==> config.mk <==
export PLATFORM = sky130hd
export DESIGN_NAME = hash_lut_cfg_ctrl
export DESIGN_NICKNAME = d
export VERILOG_FILES = /design/src/rtl/hash_lut_cfg_pkg.sv /design/src/rtl/hash_lut_sweep.sv /design/src/rtl/hash_lut_cfg_ctrl.sv
export SDC_FILE = /design/constraint.sdc
export NUM_CORES = 1
export LEC_CHECK = 0
export CORE_UTILIZATION = 56
export DETAILED_ROUTE_END_ITERATION = 8
export GPL_TIMING_DRIVEN = 1
export MAX_ROUTING_LAYER = met4
export PLACE_DENSITY = 0.82
export SLEW_MARGIN = 40
export SYNTH_ARGS = -nofsm -noshare
export SYNTH_HDL_FRONTEND = slang
export SYNTH_SLANG_ARGS = --single-unit
==> constraint.sdc <==
create_clock -name clk_i -period 16.5 [get_ports clk_i]
set_clock_uncertainty 0.05 [all_clocks]
set_input_delay 3.3 -clock clk_i [delete_from_list [all_inputs] [get_ports clk_i]]
set_output_delay 3.3 -clock clk_i [all_outputs]
set_load 0.02 [all_outputs]
==> src/rtl/hash_lut_cfg_pkg.sv <==
// Shared CSR map, CTRL/STATUS bit positions and FSM state type for the hash LUT config controller.
// Constants only: no logic, no latency, no backpressure.
package hash_lut_cfg_pkg;

  localparam logic [1:0] CSR_CTRL     = 2'd0;
  localparam logic [1:0] CSR_STATUS   = 2'd1;
  localparam logic [1:0] CSR_LUT_ADDR = 2'd2;
  localparam logic [1:0] CSR_LUT_DATA = 2'd3;

  localparam int CTRL_ENTER   = 0;
  localparam int CTRL_EXIT    = 1;
  localparam int CTRL_CLEAR   = 2;
  localparam int CTRL_ERR_CLR = 3;

  localparam int STAT_CONFIG   = 0;
  localparam int STAT_CLEARING = 1;
  localparam int STAT_DRAINING = 2;
  localparam int STAT_ERROR    = 3;

  typedef enum logic [1:0] {
    S_RUN,
    S_DRAIN,
    S_CFG,
    S_CLEAR
  } state_t;

endpackage

==> src/rtl/hash_lut_sweep.sv <==
// LUT word counter with start/done, bounded to the exact word count; also exposes the wrapping increment.
// One address per cycle once started; it cannot be stalled, and start restarts it from 0.
module hash_lut_sweep #(
  parameter int ADDR_W      = 32,
  parameter int TOTAL_WORDS = 4
) (
  input  logic              clk,
  input  logic              srst,
  input  logic              start,
  output logic              active,
  output logic              done,
  output logic [ADDR_W-1:0] addr,
  input  logic [ADDR_W-1:0] inc_addr,
  output logic [ADDR_W-1:0] inc_next
);

  localparam logic [ADDR_W-1:0] LAST = ADDR_W'(TOTAL_WORDS - 1);

  logic [ADDR_W-1:0] cnt;

  // The word count need not be a power of two, so the wrap is an explicit compare.
  function automatic logic [ADDR_W-1:0] wrap_inc(input logic [ADDR_W-1:0] a);
    return (a == LAST) ? '0 : a + ADDR_W'(1);
  endfunction

  always_ff @(posedge clk) begin
    if (srst) begin
      cnt    <= '0;
      active <= 1'b0;
    end else if (start) begin
      cnt    <= '0;
      active <= 1'b1;
    end else if (active) begin
      cnt <= wrap_inc(cnt);
      if (cnt == LAST) active <= 1'b0;
    end
  end

  assign addr     = cnt;
  assign done     = active && (cnt == LAST);
  assign inc_next = wrap_inc(inc_addr);

endmodule

==> src/rtl/hash_lut_cfg_ctrl.sv <==
// Host CSR sequencer that quiesces the lookup datapath, then drives host or clear-sweep writes into the hash LUT.
// LUT outputs are registered (1 cycle); CSR readdata follows 1 cycle later; waitrequest stalls CSR access while draining or clearing.
module hash_lut_cfg_ctrl
  import hash_lut_cfg_pkg::*;
#(
  parameter int AMM_LUT_ADDR_W = 32,
  parameter int AMM_LUT_DATA_W = 32,
  parameter int MEM_BLOCKS_CNT = 39,
  parameter int MEM_BLOCKS_W   = 13,
  parameter int DRAIN_CYCLES   = 4
) (
  input  logic                      clk_i,
  input  logic                      srst_i,
  input  logic [1:0]                amm_slave_csr_address_i,
  input  logic                      amm_slave_csr_write_i,
  input  logic [31:0]               amm_slave_csr_writedata_i,
  input  logic                      amm_slave_csr_read_i,
  output logic [31:0]               amm_slave_csr_readdata_o,
  output logic                      amm_slave_csr_waitrequest_o,
  input  logic                      dp_busy_i,
  output logic                      dp_hold_o,
  output logic                      config_o,
  output logic [AMM_LUT_ADDR_W-1:0] amm_master_lut_address_o,
  output logic                      amm_master_lut_write_o,
  output logic [AMM_LUT_DATA_W-1:0] amm_master_lut_writedata_o
);

  localparam int          TOTAL_WORDS    = MEM_BLOCKS_CNT * (1 << MEM_BLOCKS_W);
  localparam logic [31:0] TOTAL_WORDS_32 = 32'(TOTAL_WORDS);
  localparam int          DRAIN_W        = $clog2(DRAIN_CYCLES + 1);

  state_t                    state, state_nxt;
  logic [DRAIN_W-1:0]        idle_cnt;
  logic                      error;
  logic [AMM_LUT_ADDR_W-1:0] lut_addr, lut_addr_inc, sweep_addr;
  logic [31:0]               addr_mod, rd_mux;
  logic                      stall, csr_wr, csr_rd, ctrl_wr;
  logic                      cmd_enter, cmd_exit, cmd_clear, cmd_err_clr;
  logic                      data_wr, addr_wr;
  logic                      sweep_start, sweep_active, sweep_done;
  logic                      err_event, host_wr;

  assign stall                       = (state == S_DRAIN) || (state == S_CLEAR);
  assign amm_slave_csr_waitrequest_o = stall && (amm_slave_csr_read_i || amm_slave_csr_write_i);
  assign csr_wr                      = amm_slave_csr_write_i && !stall;
  assign csr_rd                      = amm_slave_csr_read_i && !stall;

  assign ctrl_wr     = csr_wr && (amm_slave_csr_address_i == CSR_CTRL);
  assign cmd_enter   = ctrl_wr && amm_slave_csr_writedata_i[CTRL_ENTER];
  assign cmd_exit    = ctrl_wr && amm_slave_csr_writedata_i[CTRL_EXIT];
  assign cmd_clear   = ctrl_wr && amm_slave_csr_writedata_i[CTRL_CLEAR];
  assign cmd_err_clr = ctrl_wr && amm_slave_csr_writedata_i[CTRL_ERR_CLR];
  assign data_wr     = csr_wr && (amm_slave_csr_address_i == CSR_LUT_DATA);
  assign addr_wr     = csr_wr && (amm_slave_csr_address_i == CSR_LUT_ADDR);
  assign addr_mod    = amm_slave_csr_writedata_i % TOTAL_WORDS_32;

  hash_lut_sweep #(
    .ADDR_W      (AMM_LUT_ADDR_W),
    .TOTAL_WORDS (TOTAL_WORDS)
  ) u_sweep (
    .clk      (clk_i),
    .srst     (srst_i),
    .start    (sweep_start),
    .active   (sweep_active),
    .done     (sweep_done),
    .addr     (sweep_addr),
    .inc_addr (lut_addr),
    .inc_next (lut_addr_inc)
  );

  // CLEAR outranks EXIT in CFG; the sweep returns to CFG, not RUN.
  always_comb begin
    state_nxt   = state;
    sweep_start = 1'b0;
    err_event   = 1'b0;
    host_wr     = 1'b0;
    case (state)
      S_RUN: begin
        if (cmd_enter) state_nxt = S_DRAIN;
        err_event = cmd_exit || cmd_clear || data_wr;
      end
      S_DRAIN: begin
        if (!dp_busy_i && (idle_cnt == DRAIN_W'(DRAIN_CYCLES - 1))) state_nxt = S_CFG;
      end
      S_CFG: begin
        host_wr = data_wr;
        if (cmd_clear) begin
          state_nxt   = S_CLEAR;
          sweep_start = 1'b1;
        end else if (cmd_exit) begin
          state_nxt = S_RUN;
        end
      end
      S_CLEAR: begin
        if (sweep_done) state_nxt = S_CFG;
      end
      default: state_nxt = S_RUN;
    endcase
  end

  always_comb begin
    rd_mux = '0;
    case (amm_slave_csr_address_i)
      CSR_STATUS: begin
        rd_mux[STAT_CONFIG]   = config_o;
        rd_mux[STAT_CLEARING] = (state == S_CLEAR);
        rd_mux[STAT_DRAINING] = (state == S_DRAIN);
        rd_mux[STAT_ERROR]    = error;
      end
      CSR_LUT_ADDR: rd_mux = 32'(lut_addr);
      default:      rd_mux = '0;
    endcase
  end

  always_ff @(posedge clk_i) begin
    if (srst_i) begin
      state                      <= S_RUN;
      idle_cnt                   <= '0;
      error                      <= 1'b0;
      lut_addr                   <= '0;
      dp_hold_o                  <= 1'b0;
      config_o                   <= 1'b0;
      amm_master_lut_write_o     <= 1'b0;
      amm_master_lut_address_o   <= '0;
      amm_master_lut_writedata_o <= '0;
      amm_slave_csr_readdata_o   <= '0;
    end else begin
      state    <= state_nxt;
      // Any busy cycle restarts the count, so only a consecutive idle run qualifies.
      idle_cnt <= (state == S_DRAIN && !dp_busy_i) ? idle_cnt + DRAIN_W'(1) : '0;

      if (err_event)        error <= 1'b1;
      else if (cmd_err_clr) error <= 1'b0;

      if (addr_wr)      lut_addr <= addr_mod[AMM_LUT_ADDR_W-1:0];
      else if (host_wr) lut_addr <= lut_addr_inc;

      dp_hold_o <= (state_nxt != S_RUN);
      config_o  <= (state_nxt == S_CFG) || (state_nxt == S_CLEAR);

      amm_master_lut_write_o     <= host_wr || sweep_active;
      amm_master_lut_address_o   <= host_wr ? lut_addr : (sweep_active ? sweep_addr : '0);
      amm_master_lut_writedata_o <= host_wr ? AMM_LUT_DATA_W'(amm_slave_csr_writedata_i[0]) : '0;

      amm_slave_csr_readdata_o <= csr_rd ? rd_mux : '0;
    end
  end

endmodule

## Word level (Yosys, flattened, before mapping)

Cells that the tools add are included.

| storage, ports and cells | value |
|---|---|
| flip-flop bits (word level) | 170 |
| latch bits | 0 |
| RAM bits | 0 |
| bits in read-only memories | 0 |
| output and inout port bits | 100 |
| word-level logic and storage cells | 86 |
| memories | 0 |

| operators by class | value |
|---|---|
| add/sub/neg operators | 3 |
| $mul | 0 |
| div/mod/pow operators | 1 |
| $lt $le $gt $ge | 0 |
| equal/unequal tests | 11 |
| shift operators | 0 |
| multiplexer cells | 22 |
| bitwise gates (word level) | 4 |
| reduce and logical (&&, ||, !) cells | 31 |

Operator list:

| operator | count |
|---|---|
| 32-bit two-way mux | 6 |
| 32-bit by 1-bit adder with 32-bit output (second input constant) | 2 |
| 32-bit by 19-bit == test with 1-bit output (second input constant) | 2 |
| 32-bit by 19-bit modulo with 32-bit output (second input constant) | 1 |
| 1-bit logical AND | 13 |
| 2-bit == test (second input constant) | 6 |
| 2-bit two-way mux | 5 |
| 1-bit two-way mux | 9 |
| 2-bit case mux with 4 select lines | 1 |
| 4-bit case mux with 2 select lines | 1 |
| 2-bit OR reduction | 4 |
| 1-bit logical OR | 6 |
| 2-bit nonzero test | 3 |
| 2-bit by 1-bit == test with 1-bit output (second input constant) | 2 |
| 2-bit logical NOT | 2 |
| 1-bit NOT | 4 |
| 3-bit by 1-bit adder with 3-bit output (second input constant) | 1 |
| 3-bit by 2-bit == test with 1-bit output (second input constant) | 1 |
| 3-bit OR reduction | 1 |
| 1-bit logical NOT | 2 |

## Depth between registers and ports, before layout

| logic depth | value |
|---|---|
| depth after elaboration | 11 |
| depth in mapped cells | 41 |
| depth with buffers taken out | 35 |

## Hierarchy

A second synthesis with hierarchy kept.

| second synthesis, totals | value |
|---|---|
| cell total of the unflattened synthesis | 1340 |
| area, all modules | 10241.1 µm² |

Modules (own cells, without submodules):

| module | times used | cells each | area an instance (µm²) | seq. area each (µm²) |
|---|---|---|---|---|
| hash_lut_cfg_ctrl | 1 | 1035 | 7901.3 | 2122.0 |
| hash_lut_sweep | 1 | 305 | 2339.7 | 660.6 |

## Worst setup path before layout

OpenSTA, ideal clock, no wires.

| timing path | value |
|---|---|
| kind | input to register |
| start point | in amm_slave_csr_writedata_i[30] |
| end point | reg lut_addr[15] |
| library setup time | 127 ps |
| arrival | 12387 ps |
| data required time | 16323 ps |
| setup slack | 3936 ps |
| stages on the path | 38 |
| path through | buf_2 -> a211o_1 -> a221oi_4 -> nand2_2 -> or2_0 -> clkbuf_1 -> a21o_1 -> o21a_1 -> o211a_1 -> or3_4 -> a211oi_4 -> a21o_1 -> mux2_4 -> o311ai_1 -> nand3_1 -> a31oi_4 -> nor3_2 -> a211oi_4 -> (+2 left out) -> and2_2 -> xnor2_2 -> a21oi_1 -> or4_1 -> buf_2 -> a41o_4 -> a21o_1 -> a2111oi_4 -> nor3_1 -> o21ai_1 -> o311a_1 -> mux2_2 -> o32ai_2 -> a21boi_4 -> nor2b_2 -> o22ai_1 -> xnor2_1 -> o2bb2ai_1 |

| on the way | value |
|---|---|
| longest elaborated chain between the ends | 2 |

Ends and longest elaborated chain:

| what | RTL line | RTL |
|---|---|---|
| start, declared | hash_lut_cfg_ctrl.sv:16 | `input logic [31:0] amm_slave_csr_writedata_i,` |
| 32-bit by 19-bit modulo with 32-bit output | hash_lut_cfg_ctrl.sv:55 | `assign addr_mod = amm_slave_csr_writedata_i % TOTAL_WORDS_32;` |
| 32-bit two-way mux | hash_lut_cfg_ctrl.sv:135 | `if (addr_wr) lut_addr <= addr_mod[AMM_LUT_ADDR_W-1:0];` |
| end signal, assigned | hash_lut_cfg_ctrl.sv:135 |  |
| end signal, assigned | hash_lut_cfg_ctrl.sv:136 | `else if (host_wr) lut_addr <= lut_addr_inc;` |
| end, declared | hash_lut_cfg_ctrl.sv:35 | `logic [AMM_LUT_ADDR_W-1:0] lut_addr, lut_addr_inc, sweep_addr;` |

No other way between the ends.
A chain may end at the register's enable or synchronous reset.

## Worst setup path after layout

| timing path | value |
|---|---|
| start point | in amm_slave_csr_writedata_i[27] |
| end point | reg lut_addr[16] |

Same word-level chain as after synthesis.

==> reports/metrics.csv <==
stage,metric,value,unit
timing,Final Cycle Share,87.9,%
clocking,H-tree depth,4,
timing,crit path time final,14.50,ns
grt,largest net degree at the start of global routing,50,
yosys,XOR/XNOR Fraction of Synth Area,6.27,%
yosys,"EDFF count, synth",0,
clocking,Worst-path clk slew,0.06,ns
critical_path,crit path max fanout,19,
critical_path,reg2reg setup slack,13.39,ns
clocking,Root Buffer,clkbuf_16,
critical_path,slowest CP cell,clkdlybuf4s50_1,
floorplan,Die W,134,um
final_layout,Fillers,1454,
placed_design,HPWL after DPL,19900,um
grt,first-pass GRT wire length,44400,um
clocking,number of clock sinks,139,
drt,Routed Antenna Nets,0,
floorplan,core area,16800,sq um
clocking,CTS Hold Bufs,0,
critical_path,"Req. time, crit path",16.79,ns
yosys,synthesized cell area,9720,sq um
yosys,Synth Area in Compound Gates,26.5,%
yosys,Synth Area in Adders,1.65,%
grt,initial antenna violation count,0,
yosys,Simple-Gate Fraction of Synth Area,27.8,%
yosys,top-count cell post-synth,nand2_1,
grt,grt total ovfl,0,
drt,drt initial violations,866,
floorplan,FP Rows,47,
timing,unrepaired setup endpoints after global routing,false,
drt,Initial DRT Pass Iterations,6,
timing,Final Hold Vio Count,0,
yosys,post-synthesis mux area share,2.56,%
placed_design,Routability Congestion,0.935,
yosys,biggest area consumer among synthesized cells,dfxtp_1,
yosys,Cell variety after synth,110,
critical_path,Setup CP Type,input port to flop,
timing,Rel. slew slack,52.1,%
yosys,most frequent cells after synthesis,"nand2_1 (147), dfxtp_1 (139), nor2_1 (130)",
timing,setup tns final,0,ns
yosys,#FFs+latches synth,139,
critical_path,CP startpoint kind,input port,
yosys,main combinational cell family by area after synthesis,simple AND/OR/NAND/NOR gates,
clocking,clk_lat worst skew,0.43,ns
final_layout,fin nets,1378,
floorplan,num ports,139,
grt,vias in the first global route,8933,
yosys,Synth top area share,28.6,%
floorplan,Die H,134,um
critical_path,WP data arrival,14.79,ns
yosys,"top cells by area, synth","dfxtp_1 (29%), nand2_1 (5.7%), a21oi_1 (5.1%)",
clocking,Post-CTS Setup Bufs,0,
yosys,syn avg cell area,7.65,sq um
final_layout,diodes inserted,0,
critical_path,Max stage delay on crit path,0.73,ns
grt,gr usage total,31.7,%
drt,Wirelength per Cell,17.6,um
drt,vias,9819,
clocking,Bufs on Longest Clock Path,2,
min_path,worst min-delay path class,flop to flop,
drt,DR DRC count,0,
floorplan,initial core utilization,58.0,%
drt,post-DR vias/cell,6.28,
clocking,CTS tree,yes,
drt,sum of routed wire length over all layers,27500,um
timing,final setup fails,0,
timing,Worst Max-Slew Pin Slew,0.698,ns
yosys,Async SR Flop Fraction,0,%
yosys,dominant synthesized flop cell,dfxtp_1,
floorplan,die area,17900,sq um
critical_path,crit-path most repeated cell,a21oi_1,
clocking,cts bufs inserted,17,
job,MaxCap Viol Count,0,
timing,Max Slew Vio Count,0,
timing,Fmax,69.0,MHz
yosys,Syn Inst Count,1270,
placed_design,PortBufs,107,
final_layout,Synth-to-Final Area Change,15.7,%
final_layout,layout cell share with drive strength beyond 1,7.29,%
run_status,outcome,"complete, no violations",
yosys,Synthesis Warnings,0,
critical_path,Crit. End Element,flop,
clocking,CTS resizes,0,
yosys,sequential fraction of the synthesis area,28.6,%
stage by stage:
step | utilization (%) | setup WS (ns) | instances | area, sq um | hold slack (ns)
after floorplan | - | 3.94 | 1300 | 9830 | 0.349
after global placement | 63.8 | 1.84 | 1532 | 10700 | 0.365
after detailed placement | 63.9 | 1.77 | 1532 | 10700 | 0.373
after CTS | 67.1 | 2.18 | 1564 | 11200 | 0.381
after global routing | 67.1 | 1.11 | 1564 | 11200 | 0.409
final | 67.1 | 2.00 | 1564 | 11200 | 0.376
cell families (layout without fill, tap and decap cells):
family / count (synthesis) / in the layout
other cells: 1 / 31
simple gates: 538 / 538
buf+inv: 129 / 173
mux: 23 / 23
flops: 139 / 139
xor+xnor: 67 / 67
fa+ha+maj: 14 / 14
compound gates: 359 / 359
cell usage in the layout (no fill, tap or decap), drive strengths merged, types with 10 or more instances in the layout:
cell	instances
nor3b	10
and3	57
xor2	26
dfxtp	139
nor2	130
inv	30
nand4	23
o211ai	21
and2	27
mux2i	14
clkdlybuf4s50	106
conb	31
nand3	49
xnor2	41
nand2	150
a31oi	15
a21oi	102
o21ai	59
a22oi	13
clkbuf	19
a21o	16
a211oi	18
nor3	31
sequential cells by signal, summed over array words and instances (netlist names):
| signal | cells |
|---|---|
| amm_slave_csr_readdata_o | 32 |
| amm_master_lut_writedata_o | 1 |
| error | 1 |
| u_sweep.active | 1 |
| dp_hold_o | 1 |
| config_o | 1 |
| u_sweep.addr | 32 |
| amm_master_lut_write_o | 1 |
| lut_addr | 32 |
| state | 2 |
| idle_cnt | 3 |
| amm_master_lut_address_o | 32 |
layer usage:
layer	global-route usage (%)	vias to the layer above	part of all wire (%)
li1	-	4690	-
met1	40.3	4624	43
met2	51.4	449	48
met3	5.14	56	7.1
met4	9.91	0	2.0
met5	-	-	0
worst max-delay path: cells and delay by family:
kind / cells / cell delay (ns)
xor+xnor: 4 / 1.12
simple gates: 7 / 1.75
mux: 3 / 0.95
compound gates: 21 / 6.92
buf+inv: 1 / 0.73
worst paths after layout:
check,cells past startpoint,endpoint,from
max,36,lut_addr[16],amm_slave_csr_writedata_i[27]
max reg2reg,7,lut_addr[22],state[0]
min reg2reg,1,idle_cnt[0],idle_cnt[0]
min,1,idle_cnt[0],idle_cnt[0]
final cells by class:
class	instances	area, sq um	area share [%]
repair buffers	113	1110	9.88
well taps	220	275	2.45
clock inverters	13	95.1	0.846
inverters	28	105	0.935
multi-input cells	1032	6440	57.3
flip-flops and latches	139	2780	24.8
clock buffers	19	433	3.85
Power is left out: the tool's default activity adds up to more than one toggle a clock period on the data nets, which glitch-free logic cannot reach.
